<file path="config.mk">
export PLATFORM = sky130hd
export DESIGN_NAME = float_accum_sequencer_flat
export DESIGN_NICKNAME = d
export VERILOG_FILES = /design/src/rtl/float_accum_sequencer_if.sv /design/src/rtl/float_accum_sequencer.sv /design/src/flat_wrapper.sv
export SDC_FILE = /design/constraint.sdc
export NUM_CORES = 1
export LEC_CHECK = 0
export BUFFER_PORTS_ARGS = -buffer_cell sky130_fd_sc_hd__buf_4
export CORE_MARGIN = 8
export CORE_UTILIZATION = 40
export CTS_CLUSTER_DIAMETER = 150
export DETAILED_ROUTE_END_ITERATION = 10
export GPL_ROUTABILITY_DRIVEN = 1
export PLACE_DENSITY = 0.63
export SLEW_MARGIN = 20
export SYNTH_ARGS = -nofsm -noshare
export SYNTH_HDL_FRONTEND = slang
export SYNTH_SLANG_ARGS = --single-unit
</file>
<file path="constraint.sdc">
create_clock -name clk -period 5.1 [get_ports clk]
set_input_delay 0.51 -clock clk [delete_from_list [all_inputs] [get_ports clk]]
set_output_delay 0.51 -clock clk [all_outputs]
set_load 0.02 [all_outputs]
</file>
<file path="src/rtl/float_accum_sequencer_if.sv">
// Bundles the operand stream, command/status and adder req/ack signals of the sequencer.
// The master modport is the sequencer's view; the slave modport is the environment's view.
interface float_accum_sequencer_if #(
  parameter int float_width = 32,
  parameter int CNT_W       = 8
);
  logic                   start;
  logic [CNT_W-1:0]       count;
  logic                   in_valid;
  logic                   in_ready;
  logic [float_width-1:0] in_data;
  logic                   add_req;
  logic [float_width-1:0] add_a;
  logic [float_width-1:0] add_b;
  logic                   add_ack;
  logic [float_width-1:0] add_out;
  logic                   busy;
  logic                   done;
  logic [float_width-1:0] result;
  logic                   err;

  modport master (
    input  start, count, in_valid, in_data, add_ack, add_out,
    output in_ready, add_req, add_a, add_b, busy, done, result, err
  );

  modport slave (
    output start, count, in_valid, in_data, add_ack, add_out,
    input  in_ready, add_req, add_a, add_b, busy, done, result, err
  );
endinterface

</file>
<file path="src/rtl/float_accum_sequencer.sv">
// Sums a stream of floats by issuing one acc+operand request at a time to an
// external float adder, then presents the total with a single-cycle done pulse.
module float_accum_sequencer #(
  parameter int float_width = 32,
  parameter int CNT_W       = 8,
  parameter int ACK_TIMEOUT = 15
) (
  input logic                    clk,
  input logic                    rst,
  float_accum_sequencer_if.master bus
);
  localparam int TW = $clog2(ACK_TIMEOUT + 1);
  localparam logic [TW-1:0] TMAX = TW'(ACK_TIMEOUT - 1);

  typedef enum logic [2:0] {IDLE, WAIT_IN, ISSUE, WAIT_ACK, DONE} state_t;

  state_t                 state;
  state_t                 state_next;
  logic [float_width-1:0] acc;
  logic [float_width-1:0] add_a_q;
  logic [float_width-1:0] add_b_q;
  logic [float_width-1:0] result_q;
  logic [CNT_W-1:0]       remaining;
  logic [TW-1:0]          tcnt;
  logic                   err_q;

  always_ff @(posedge clk or posedge rst) begin
    if (rst) state <= IDLE;
    else     state <= state_next;
  end

  always_comb begin
    state_next = state;
    case (state)
      IDLE:     if (bus.start) state_next = (bus.count == '0) ? DONE : WAIT_IN;
      WAIT_IN:  if (bus.in_valid) state_next = ISSUE;
      ISSUE:    state_next = WAIT_ACK;
      WAIT_ACK: begin
        if (bus.add_ack)      state_next = (remaining == CNT_W'(1)) ? DONE : WAIT_IN;
        else if (tcnt == TMAX) state_next = IDLE;
      end
      DONE:     state_next = IDLE;
      default:  state_next = IDLE;
    endcase
  end

  // result is loaded on the edge that enters DONE so it is valid alongside done
  always_ff @(posedge clk or posedge rst) begin
    if (rst) begin
      acc       <= '0;
      add_a_q   <= '0;
      add_b_q   <= '0;
      result_q  <= '0;
      remaining <= '0;
      tcnt      <= '0;
      err_q     <= 1'b0;
    end else begin
      case (state)
        IDLE: begin
          if (bus.start) begin
            remaining <= bus.count;
            acc       <= '0;
            err_q     <= 1'b0;
            if (bus.count == '0) result_q <= '0;
          end
        end
        WAIT_IN: begin
          if (bus.in_valid) begin
            add_b_q <= bus.in_data;
            add_a_q <= acc;
            tcnt    <= '0;
          end
        end
        WAIT_ACK: begin
          if (bus.add_ack) begin
            acc       <= bus.add_out;
            remaining <= remaining - CNT_W'(1);
            if (remaining == CNT_W'(1)) result_q <= bus.add_out;
          end else if (tcnt == TMAX) begin
            err_q <= 1'b1;
          end else begin
            tcnt <= tcnt + TW'(1);
          end
        end
        default: ;
      endcase
    end
  end

  assign bus.in_ready = (state == WAIT_IN);
  assign bus.add_req  = (state == ISSUE);
  assign bus.busy     = (state != IDLE);
  assign bus.done     = (state == DONE);
  assign bus.add_a    = add_a_q;
  assign bus.add_b    = add_b_q;
  assign bus.result   = result_q;
  assign bus.err      = err_q;
endmodule
</file>
<file path="src/flat_wrapper.sv">
// flat-port wrapper written by rule: the top's interface ports become plain ports
module float_accum_sequencer_flat 
#(
  parameter int float_width = 32,
  parameter int CNT_W       = 8,
  parameter int ACK_TIMEOUT = 15
)
  (clk, rst, bus_start, bus_count, bus_in_valid, bus_in_data, bus_add_ack, bus_add_out, bus_in_ready, bus_add_req, bus_add_a, bus_add_b, bus_busy, bus_done, bus_result, bus_err);
  float_accum_sequencer_if #(.float_width(float_width), .CNT_W(CNT_W)) bus_i ();
  input logic clk;
  input logic rst;
  input wire logic [$bits(bus_i.start)-1:0] bus_start;
  input wire logic [$bits(bus_i.count)-1:0] bus_count;
  input wire logic [$bits(bus_i.in_valid)-1:0] bus_in_valid;
  input wire logic [$bits(bus_i.in_data)-1:0] bus_in_data;
  input wire logic [$bits(bus_i.add_ack)-1:0] bus_add_ack;
  input wire logic [$bits(bus_i.add_out)-1:0] bus_add_out;
  output wire logic [$bits(bus_i.in_ready)-1:0] bus_in_ready;
  output wire logic [$bits(bus_i.add_req)-1:0] bus_add_req;
  output wire logic [$bits(bus_i.add_a)-1:0] bus_add_a;
  output wire logic [$bits(bus_i.add_b)-1:0] bus_add_b;
  output wire logic [$bits(bus_i.busy)-1:0] bus_busy;
  output wire logic [$bits(bus_i.done)-1:0] bus_done;
  output wire logic [$bits(bus_i.result)-1:0] bus_result;
  output wire logic [$bits(bus_i.err)-1:0] bus_err;
  assign bus_i.start = bus_start;
  assign bus_i.count = bus_count;
  assign bus_i.in_valid = bus_in_valid;
  assign bus_i.in_data = bus_in_data;
  assign bus_i.add_ack = bus_add_ack;
  assign bus_i.add_out = bus_add_out;
  assign bus_in_ready = bus_i.in_ready;
  assign bus_add_req = bus_i.add_req;
  assign bus_add_a = bus_i.add_a;
  assign bus_add_b = bus_i.add_b;
  assign bus_busy = bus_i.busy;
  assign bus_done = bus_i.done;
  assign bus_result = bus_i.result;
  assign bus_err = bus_i.err;
  float_accum_sequencer #(.float_width(float_width), .CNT_W(CNT_W), .ACK_TIMEOUT(ACK_TIMEOUT)) u_core (.clk(clk), .rst(rst), .bus(bus_i));
endmodule
</file>
After elaboration in Yosys (flattened, before gate mapping)
Index checks and enable logic that the tools add are counted.
{"block": "word_totals", "regBits": 144, "input_bits": 77, "output_inout_bits": 101}
{"block": "op_classes", "add_sub_neg": 2, "n_eq_ne": 15, "muxes": 26, "reduce_logical": 11}
{"operator": "32-bit two-way mux", "count": 6}
{"operator": "32-bit case mux with 2 select lines", "count": 2}
{"operator": "3-bit two-way mux", "count": 6}
{"operator": "8-bit two-way mux", "count": 2}
{"operator": "8-bit case mux with 2 select lines", "count": 1}
{"operator": "4-bit two-way mux", "count": 3}
{"operator": "3-bit case mux with 4 select lines", "count": 1}
{"operator": "2-bit != test, second input constant", "count": 5}
{"operator": "8-bit by 1-bit == test with 1-bit output, second input constant", "count": 1}
{"operator": "8-bit zero test", "count": 1}
{"operator": "4-bit case mux with 2 select lines", "count": 1}
{"operator": "4-bit AND reduction", "count": 2}
{"operator": "8-bit by 1-bit subtractor with 8-bit output, second input constant", "count": 1}
{"operator": "3-bit by 2-bit == test with 1-bit output, second input constant", "count": 2}
{"operator": "2-bit by 1-bit != test with 1-bit output, second input constant", "count": 3}
{"operator": "3-bit AND reduction", "count": 2}
{"operator": "5-bit AND reduction", "count": 1}
{"operator": "4-bit by 1-bit adder with 4-bit output, second input constant", "count": 1}
{"operator": "4-bit == test, second input constant", "count": 1}
{"operator": "2-bit nonzero test", "count": 2}
{"operator": "3-bit by 1-bit == test with 1-bit output, second input constant", "count": 1}
{"operator": "3-bit == test, second input constant", "count": 1}
{"operator": "3-bit zero test", "count": 1}
{"operator": "1-bit two-way mux", "count": 3}
{"operator": "other kinds (4)", "count": 4}

Depth between registers and ports, before layout
Gate-level depths: netlist of run 1.
{"block": "depth", "word_depth": 4, "mapped_depth": 7, "mapped_depth_nobuf": 6}

Worst setup path after synthesis of run 1
OpenSTA, ideal clock, no wires.
{"block": "synth_path", "kind": "input -> register", "startpoint": "input port bus_count[5]", "endpoint": "register u_core.result_q[0], in the netlist u_core.bus.result[0]", "setup_ns": 0.121, "arrival_ns": 1.656, "setup_slack_ns": 3.323, "cell_stages": 5, "path_cell_list": "or4_4 > o21ai_4 > o211ai_4 > buf_6 > a22o_1"}
{"block": "synth_between", "elab_chain_len": 3}
{"element": "from (decl)", "line": "flat_wrapper.sv:13", "source": "input wire logic [$bits(bus_i.count)-1:0] bus_count;"}
{"element": "8-bit zero test", "line": "float_accum_sequencer.sv:64", "source": "if (bus.count == '0) result_q <= '0;"}
{"element": "2-bit by 1-bit != test with 1-bit output (no line)"}
{"element": "5-bit AND reduction (no line)"}
{"element": "to (signal assigned)", "line": "float_accum_sequencer.sv:78", "source": "if (remaining == CNT_W'(1)) result_q <= bus.add_out;"}
{"element": "to (decl)", "line": "float_accum_sequencer.sv:22", "source": "logic [float_width-1:0] result_q;"}
No other way between the ends.
A chain may end at the register's enable or synchronous reset.

Worst setup path in the final report of run 1
{"block": "layout_path", "startpoint": "register u_core.state[1]", "endpoint": "register u_core.result_q[30], in the netlist u_core.bus.result[30]"}
{"block": "layout_between", "elab_chain_len": 3}
{"element": "from (decl)", "line": "float_accum_sequencer.sv:17", "source": "state_t state;"}
{"element": "from (signal assigned)", "line": "float_accum_sequencer.sv:29", "source": "else state <= state_next;"}
{"element": "3-bit by 2-bit == test with 1-bit output or 3-bit zero test (tied branches)", "line": "float_accum_sequencer.sv:58", "source": "case (state)"}
{"element": "2-bit by 1-bit != test with 1-bit output (no line) (tied with other cells)"}
{"element": "5-bit AND reduction (no line)"}
Several ways; a longest one is shown, not always the timed one.

==> results of run 1 <==
-- worst max path at each step --
| stage | start | endpoint | slack (ns) | cells past startpoint |
|---|---|---|---|---|
| 6_report | u_core.state[1] | u_core.bus.result[30] | 2.20 | 4 |
| 5_1_grt | u_core.state[1] | u_core.bus.result[30] | 1.93 | 4 |
| 4_1_cts | u_core.state[1] | u_core.bus.result[30] | 2.19 | 4 |
| 3_5_place_dp | u_core.state[1] | u_core.bus.result[31] | 2.21 | 4 |
| 3_3_place_gp | u_core.state[1] | u_core.bus.result[30] | 2.28 | 4 |
| 2_1_floorplan | rst | u_core.acc[0] | 0.72 | 1 |
-- metal layers --
layer | track usage | up-vias | routed length [um]
li1 | - | 1979 | -
met1 | 0.202 | 2080 | 6170
met2 | 0.246 | 106 | 7000
met3 | 0.0503 | 22 | 1010
met4 | 0.0622 | 0 | 245
met5 | 0 | - | 0
-- power by group through the flow --
stage | Clock (W) | Combinational, W | Sequential [W]
after detailed placement | 0 | 0.00170 | 0.00177
after global placement | 0 | 0.00167 | 0.00174
final | 0.00133 | 0.00171 | 0.00175
after floorplan | 0 | 0.000817 | 0.00200
after CTS | 0.00135 | 0.00171 | 0.00175
after global routing | 0.00141 | 0.00186 | 0.00180
-- cell families after synthesis --
family,share of synthesized area
AOI/OAI and AO/OA,0.0953
xor gates and xnor gates,0.00299
and+or+nand+nor,0.117
buffers and inverters,0.0390
DFF,0.614
muxes,0.123
adders and majority gates,0.00853
-- cell usage in the layout (no fill, tap or decap), types with 5 or more instances in the layout --
master / synthesis / layout
nor3_1: 5 / 5
buf_4: 5 / 178
nand2_1: 67 / 67
inv_1: 7 / 6
nor2_1: 11 / 11
mux2_1: 25 / 25
nand3_1: 38 / 38
dfrtp_1: 144 / 144
o21ai_0: 9 / 9
clkbuf_16: 0 / 17
a22o_1: 30 / 30
a21oi_1: 11 / 11
mux2_2: 39 / 39
-- worst max-delay path, stage by stage (launching register included) --
cell	delay [ns]
dfrtp_1	0.58
and3b_2	0.88
a22o_4	0.57
o211ai_4	0.40
a22o_2	0.34
-- sequential cells by signal (all words and copies together) (netlist names) --
| register | flops |
|---|---|
| u_core.remaining | 8 |
| u_core.state | 3 |
| u_core.bus.result | 32 |
| u_core.bus.err | 1 |
| u_core.acc | 32 |
| u_core.bus.add_a | 32 |
| u_core.tcnt | 4 |
| u_core.bus.add_b | 32 |
-- final cells by class --
class	instances	area, sq um
Fill cell	1256	6480
Multi-Input combinational cell	283	2050
Timing Repair Buffer	180	1380
Sequential cell	144	3600
Inverter	7	31.3
Clock buffer	22	484
Tap cell	184	230
Clock inverter	9	154
-- stage by stage --
stage          setup WS [ns]  hold slack, ns
6_report                2.20           0.308
5_1_grt                 1.93           0.296
4_1_cts                 2.19           0.294
3_5_place_dp            2.21           0.451
3_3_place_gp            2.28           0.444
2_1_floorplan          0.724           0.433
==> metrics.txt, run 1 <==
outcome finished clean; GRT Util Overall 0.158; clk slew on worst S/H paths 0.06 ns; post-CTS sizing 0; first-pass GRT wire length 23100 um; Vias/cell 5.05; headroom to the max-slew limit 0.376; final setup fails 0; Int Pwr 0.00313 W; Post-CTS Setup Bufs 0; Core ar. 0.0144 sq mm; final WL 14400 um; Worst Tran Pin Value 0.936 ns; Synth top area share 0.614; Gate power share 0.357; CTS tree done; Design Area, Final 0.00794 sq mm; CTS Root Cell clkbuf_16; Syn. warnings 0; Final Hold Fails 0; R2R Setup Slk 2.20 ns; DR WL/cell 17.4 um; Crit path arrival time 3.20 ns; vias in the first global route 4343; Tmin final 2.90 ns; worst vdd ir 0.000252 V; Synth Net Count 547; final net count 714; DR DRC count 0; Post-Syn Area 0.00587 sq mm; EDFF count, synth 0; vias post-DR 4187; Crit path required time 5.40 ns; initial core utilization 0.407; Seq pwr share 0.366; power per cell area 602 mW/mm^2; DIE HEIGHT 137 um; Post-CTS Hold Buffers 0; most numerous cell in the Yosys netlist dfrtp_1; CP endpoint kind register; Initial DRC Count 245; CTS sink count 144; Synth area leaders dfrtp_1 61%, mux2_2 7.5%, mux2_1 4.8%; CP Launch Type register; Synth Instances 466; antenna cell count 0; Fin Clk Skew 0.00549 ns; share of cells above drive strength 1 0.411; Max Cap Viol 0; Max Slew Vio Count 0; switching share of power 0.346; largest net degree at the start of global routing 107; area grow syn2layout 35.3%; Placed Area 0.00725 sq mm; Reg2Reg Depth 4; #FFs+latches synth 144; worst flop-to-flop path endpoint u_core.bus.result[30]; Die X 137 um; Seq/Total Area, Yosys 0.614; grt total ovfl 0; H-tree levels 4; Die ar. 0.0188 sq mm; dpl cells 796; clock share of power 0.277; Final Cycle Share 0.569; clock latency on the worst-skew pair 0.41 ns; Max Clock Freq 0.344 GHz; Synth cell types 50; Std-Cell Rows 44; initial antenna violation count 0; Crit Path Max Fanout 51; Detailed Place HPWL 9970 um; asr flop ratio synth 1.00; fin util 0.550; Final Power 0.00478 W; Antenna Nets Post-Route 0; Max Root-Sink Buffers 2; commonest cells in the netlist 144 x dfrtp_1, 67 x nand2_1, 39 x mux2_2; placer congestion estimate 0.757; ys flop type dfrtp_1; Synth area leader dfrtp_1; Total Neg Setup Slack 0 ns; kind of critical path reg -> reg; Finished Layout Cells 829; Switch Pwr 0.00165 W; worst hold-check path type in -> async; RSZ-0062 raised after global routing false; TritonCTS Buffers 17; RR Startpoint u_core.state[1]; num ports 178; port bufs 177; Avg Cell Area, Syn 12.6 sq um; Pleak 4.02 nW; Pre-antenna DRT Iters 6
No activity file was read; power rests on OpenSTA's default activity.
==> inputs of run 2 (changes only) <==
--- a/config.mk
+++ b/config.mk
@@ -5,13 +5,14 @@
 export SDC_FILE = /design/constraint.sdc
 export NUM_CORES = 1
 export LEC_CHECK = 0
+export ABC_AREA = 1
 export BUFFER_PORTS_ARGS = -buffer_cell sky130_fd_sc_hd__buf_4
 export CORE_MARGIN = 8
 export CORE_UTILIZATION = 40
 export CTS_CLUSTER_DIAMETER = 150
 export DETAILED_ROUTE_END_ITERATION = 10
 export GPL_ROUTABILITY_DRIVEN = 1
-export PLACE_DENSITY = 0.63
+export PLACE_DENSITY = 0.64
 export SLEW_MARGIN = 20
 export SYNTH_ARGS = -nofsm -noshare
 export SYNTH_HDL_FRONTEND = slang
==> constraint.sdc (replaced) <==
create_clock -name clk -period 2.5 [get_ports clk]
set_input_delay 0.25 -clock clk [delete_from_list [all_inputs] [get_ports clk]]
set_output_delay 0.25 -clock clk [all_outputs]
set_load 0.02 [all_outputs]
==> run 2 against run 1 <==
Wire length is 16% higher. Synthesized cell count rose by 62%. Count of clock-buffer cells in the layout fell by 2. Worst hold slack worse by 0.30 ns. Cell area grew 6.3%. Global-route usage rose by 1.3 points. Clock power rose by 100%. Sequential share of layout area fell by 2.7 points. Sequential power rose by 120%. Critical path type unchanged. Largest cell class unchanged. Highest routed layer unchanged.
==> metrics.txt, run 2 <==
outcome finished clean; Post-Syn Area 0.00630 sq mm (+7.3%); worst vdd ir 0.000837 V (+230%); Design Area, Final 0.00844 sq mm (+6.3%); Synth cell types 25 (-50%); Pleak 4.55 nW (+13%); CTS sink count 144 (unchanged); H-tree levels 4 (unchanged); port bufs 177 (unchanged); #FFs+latches synth 144 (unchanged); RSZ-0062 raised after global routing false; Crit path required time 2.80 ns (-2.60 ns); TritonCTS Buffers 17 (unchanged); Post-CTS Hold Buffers 0 (unchanged); clk slew on worst S/H paths 0.06 ns (about the same); num ports 178 (unchanged); Fin Clk Skew 0.0139 ns (+0.00841 ns); most frequent cells in the layout 247 x nand2_1, 187 x buf_4, 144 x dfrtp_1, 87 x inv_1, 74 x o21ai_0; share of cells above drive strength 1 0.248 (-0.162); largest net degree at the start of global routing 145 (+36%); initial core utilization 0.402 (-0.00449); CP endpoint kind register; kind of critical path reg -> reg; Cell Chain, Critical Path inv_2 > nand3_2 > buf_4 > inv_1 > nand2_1 > nand3_4 > nand2_1 > nand2_1; Synth area leaders dfrtp_1 57%, nand2_1 15%, o21ai_0 5.9%; GRT Util Overall 0.171 (+0.0129); Final Cycle Share 0.822 (+0.252); slowest CP cell dfrtp_1; dominant cell type by count on the critical path nand2_1; DR WL/cell 14.6 um (-16%); antenna cell count 0 (unchanged); Synth Net Count 834 (+52%); area grow syn2layout 34.0%; placer congestion estimate 0.829 (+9.6%); Std-Cell Rows 46 (+4.5%); first-pass GRT wire length 27100 um (+17%); Max Slew Vio Count 0 (unchanged); DR DRC count 0 (unchanged); final setup fails 0 (unchanged); Final Hold Fails 0 (unchanged); Post-CTS Setup Bufs 0 (unchanged); RR Startpoint u_core.state[2]; most numerous cell in the Yosys netlist nand2_1; Synth area leader dfrtp_1; Max Cap Viol 0 (unchanged); peak per-stage delay on the critical path 0.42 ns (-0.46 ns); commonest cells in the netlist 248 x nand2_1, 144 x dfrtp_1, 88 x inv_1; DIE HEIGHT 141 um (+3.2%); initial antenna violation count 0 (unchanged); post-CTS sizing 0 (unchanged); Crit Path Max Fanout 32 (-37%); multi-input logic area 0.00216 sq mm (+5.4%); CTS Root Cell clkbuf_16; Placed Area 0.00780 sq mm (+7.5%); CTS tree done; power per cell area 1400 mW/mm^2 (+130%); Crit path arrival time 2.36 ns (-0.84 ns); commonest non-fill, non-tap cell in the layout nand2_1; vias post-DR 5337 (+27%); ys flop type dfrtp_1; Synth top area share 0.572 (-0.0420); asr flop ratio synth 1.00 (unchanged); CP Launch Type register; Max Root-Sink Buffers 2 (unchanged); Tmin final 2.05 ns (-0.849 ns); headroom to the max-slew limit 0.458 (+0.0818); Antenna Nets Post-Route 0 (unchanged); Synth Instances 753 (+62%); EDFF count, synth 0 (unchanged); Vias/cell 4.66 (-7.8%); worst hold-check path type in -> async; Seq/Total Area, Yosys 0.572 (-0.0420); final net count 998 (+40%); Core ar. 0.0157 sq mm (+8.5%); Max Clock Freq 0.487 GHz (+41%); Pre-antenna DRT Iters 4 (-2); Avg Cell Area, Syn 8.36 sq um (-34%); vias in the first global route 5179 (+19%); final WL 16700 um (+16%); CP Buf/Inv Count 3 (+3); family with the most delay on the worst path simple AND/OR/NAND/NOR gates; Initial DRC Count 394 (+61%); clock latency on the worst-skew pair 0.42 ns (about the same); Total Neg Setup Slack 0 ns (unchanged); Syn. warnings 0 (unchanged); Worst Tran Pin Value 0.813 ns (-0.123 ns); Seq. cell area 0.00360 sq mm (unchanged); FILL cells 1551 (+23%); Detailed Place HPWL 11500 um (+15%); Die ar. 0.0200 sq mm (+6.5%); Die X 141 um (+3.2%); CP startpoint u_core.state[2]; grt total ovfl 0 (unchanged)
[run 2: worst reg2reg max path, cell delays in order (launching register included)]
cell and delay, ns:
dfrtp_1 0.42, inv_2 0.09, nand3_2 0.09, buf_4 0.27, inv_1 0.23, nand2_1 0.22, nand3_4 0.38, nand2_1 0.19
nand2_1 0.06
[run 2: cell families (layout without fill, tap and decap cells)]
group | count (synthesis) | in the layout | share of synthesized area
AOI/OAI and AO/OA | 83 | 83 | 0.0668
xor gates and xnor gates | 2 | 2 | 0.00278
adders and majority gates | 4 | 4 | 0.00795
buffers and inverters | 132 | 309 | 0.0886
DFF | 144 | 144 | 0.572
and+or+nand+nor | 388 | 388 | 0.262
[run 2: final cells by class]
cell class	count	share of cell area
Tap cell	216	0.0320
Clock inverter	12	0.0217
Clock buffer	20	0.0541
Timing Repair Buffer	188	0.169
Sequential cell	144	0.427
Multi-Input combinational cell	477	0.256
Inverter	89	0.0400
[run 2: per-stage QoR]
stage	instances	total power (W)	utilization	setup WS, ns	hold slack [ns]
2_1_floorplan	753	0.00718	-	0.445	0.395
3_3_place_gp	1114	0.00907	0.498	0.516	0.456
3_5_place_dp	1114	0.00916	0.498	0.432	0.460
4_1_cts	1146	0.0119	0.539	0.421	0.0360
5_1_grt	1146	0.0126	0.539	0.234	0.0382
6_report	1146	0.0118	0.539	0.446	0.00607
[run 2: path summary, 6_finish.rpt]
| path | endpoint | slack [ns] | cells past startpoint |
|---|---|---|---|
| worst max-delay path | u_core.bus.result[2] | 0.45 | 8 |
| worst min-delay path | u_core.bus.add_b[31] | 0.006 | 3 |
| worst max register to register | u_core.bus.result[2] | 0.45 | 8 |
| worst min register to register | u_core.bus.add_b[24] | 0.47 | 2 |
| max in group asynchronous | u_core.bus.err | 1.84 | 3 |
| min in group clk | u_core.bus.add_b[16] | 0.05 | 3 |
[run 2: metal layers]
metal / vias to the layer above / GRT usage / wire (um)
met5: - / 0 / 0
met4: 0 / 0.0627 / 221
met3: 14 / 0.0454 / 756
met2: 124 / 0.273 / 8180
met1: 2503 / 0.220 / 7570
li1: 2696 / - / -
[run 2: power by group]
part	total, W	internal [W]	switching, W
sequential	0.00392	0.00338	0.000549
combinational	0.00513	0.00178	0.00335
clock	0.00272	0.00173	0.000992
==> inputs of run 3 (changes only) <==
==> constraint.sdc (replaced) <==
create_clock -name clk -period 1.74 [get_ports clk]
set_input_delay 0.174 -clock clk [delete_from_list [all_inputs] [get_ports clk]]
set_output_delay 0.174 -clock clk [all_outputs]
set_load 0.02 [all_outputs]
==> run 3 against run 2 <==
Highest routed layer unchanged. Critical path type unchanged. Combinational power up 64%. Total power increased by 52%. Worst hold slack better by 0.038 ns. Via count grew 4.0%. First-iteration DRC count is 23% lower. Non-clock buffer count increased by 55. Clock skew decreased by 0.0045 ns. Largest power group unchanged. Die area unchanged. Count of clock-buffer cells in the layout unchanged.
==> metrics.txt, run 3 (synthesis results as in run 2) <==
Vias/cell 4.62 (-0.77%); final net count 1053 (+5.5%); Antenna Nets Post-Route 0 (unchanged); clock latency on the worst-skew pair 0.42 ns (about the same); DR WL/cell 14.8 um (+1.4%); DR DRC count 0 (unchanged); Finished Layout Cells 1201 (+4.8%); Int Pwr 0.0106 W (+55%); kind of critical path reg -> reg; Pleak 4.84 nW (+6.2%); initial core utilization 0.402 (unchanged); initial antenna violation count 0 (unchanged); Max Slew Vio Count 0 (unchanged); DIE HEIGHT 141 um (unchanged); Tmin final 1.64 ns (-0.412 ns); commonest non-fill, non-tap cell in the layout nand2_1; Final Hold Fails 0 (unchanged); CP endpoint kind register; vias in the first global route 5521 (+6.6%); Final Cycle Share 0.944 (+0.122); FILL cells 1420 (-8.4%); CP Launch Type register; Detailed Place HPWL 12000 um (+5.2%); grt total ovfl 0 (unchanged); clk slew on worst S/H paths 0.06 ns (about the same); final setup fails 0 (unchanged); headroom to the max-slew limit 0.736 (+0.278); CTS tree done; Fin Clk Skew 0.00944 ns (-0.00446 ns); Max Cap Viol 0 (unchanged); placer congestion estimate 0.818 (-1.4%); share of cells above drive strength 1 0.261 (+0.0125); TritonCTS Buffers 17 (unchanged); Seq pwr share 0.315 (-0.018); Std-Cell Rows 46 (unchanged); pre-CTS setup slack 0.0619 ns (-0.370 ns); Crit path required time 2.09 ns (-0.71 ns); first-pass GRT wire length 28000 um (+3.4%); Switch Pwr 0.00731 W (+49%); num ports 178 (unchanged); Die ar. 0.0200 sq mm (unchanged); area grow syn2layout 44.1%; vias post-DR 5550 (+4.0%); Die X 141 um (unchanged); dpl cells 1126 (+1.1%); Seq. cell area 0.00360 sq mm (unchanged); Core ar. 0.0157 sq mm (unchanged); PnR worst setup slack 0.0982 ns (-0.348 ns); CTS sink count 144 (unchanged); clock share of power 0.218 (-0.013); Worst Tran Pin Value 0.396 ns (-0.417 ns); Pre-antenna DRT Iters 5 (+1); worst hold-check path type in -> reg; port bufs 177 (unchanged); switching share of power 0.407 (-0.00807); Initial DRC Count 303 (-23%); Max Clock Freq 0.609 GHz (+25%); Gate power share 0.468 (+0.032); Max Root-Sink Buffers 2 (unchanged); outcome finished clean; GRT Util Overall 0.175 (+0.00368); final WL 17800 um (+6.2%); multi-input logic area 0.00217 sq mm (+0.46%); CTS Root Cell clkbuf_16; power per cell area 1980 mW/mm^2 (+42%); worst vdd ir 0.000921 V (+10%); largest net degree at the start of global routing 72 (-50%); Crit path arrival time 1.99 ns (-0.37 ns); Crit Path Max Fanout 18 (-44%); antenna cell count 0 (unchanged); RSZ-0062 raised after global routing true; H-tree levels 4 (unchanged); most frequent cells in the layout 244 x nand2_1, 195 x buf_4, 144 x dfrtp_1, 87 x inv_1, 74 x o21ai_0
[run 3: cell types whose count changed in the layout (fill, tap and decap cells not counted), sizes merged]
cell	previous run	this run
inv	89	90
buf	188	207
clkbuf	20	23
dlygate4sd3	0	33
clkinv	5	1
clkinvlp	3	6
[run 3: area by class of cell]
type	count	area share
clock buffers	20	0.0503
repair buffers	243	0.227
well taps	216	0.0298
multi-input cells	477	0.239
flip-flops and latches	144	0.397
inverters	89	0.0372
clock inverters	12	0.0198
[run 3: path summary, 6_finish.rpt]
kind,slack (ns),startpoint,cells after the start,to
max,0.1,u_core.state[2],9,u_core.bus.result[1]
min,0.04,bus_count[3],3,u_core.remaining[3]
max reg2reg,0.1,u_core.state[2],9,u_core.bus.result[1]
min reg2reg,0.47,u_core.bus.add_b[14],2,u_core.bus.add_b[14]
max in group asynchronous,0.94,rst,4,u_core.remaining[4]
min in group asynchronous,0.43,rst,4,u_core.bus.add_a[4]
[run 3: through the flow]
step           total power, W  setup TNS, ns  hold slack (ns)  area, sq um   util
2_1_floorplan          0.0103         -34.42            0.319         6300      -
3_3_place_gp           0.0134              0            0.332         7950  0.508
3_5_place_dp           0.0136              0            0.323         7950  0.508
4_1_cts                0.0176              0           0.0299         8930  0.570
5_1_grt                0.0192         -0.157           0.0324         9080  0.580
6_report               0.0180              0           0.0439         9080  0.580
[run 3: layer usage]
metal  vias up  global-route usage  routed length [um]
li1       2811                   -                   -
met1      2587               0.217                7790
met2       131               0.287                8740
met3        21              0.0386                 837
met4         0              0.0820                 396
met5         -                   0                   0
[run 3: worst max-delay path, cell delays in order, from the launching register on]
cell	delay [ns]
dfrtp_1	0.40
inv_2	0.12
nand3_2	0.13
nand2_2	0.10
nand2_1	0.08
nor2_4	0.25
buf_6	0.18
clkbuf_16	0.17
nand4_1	0.08
nand2_1	0.07
[run 3: what timing repair did]
item / CTS / global route
pin swaps: 1 / 4
buffers inserted: 1 / 6
hold buffers: 33 / 0
gates resized for setup: 1 / 9
endpoints found under the setup margin: 1 / 51
gates cloned: 0 / 3
hold endpoints to repair: 176 / 0
[run 3: power groups by stage]
stage	clock [W]	combinational (W)	sequential, W
floorplan	0	0.00352	0.00679
global placement	0	0.00778	0.00565
detailed placement	0	0.00788	0.00568
CTS	0.00398	0.00799	0.00564
global route	0.00412	0.00923	0.00581
finish	0.00391	0.00840	0.00565
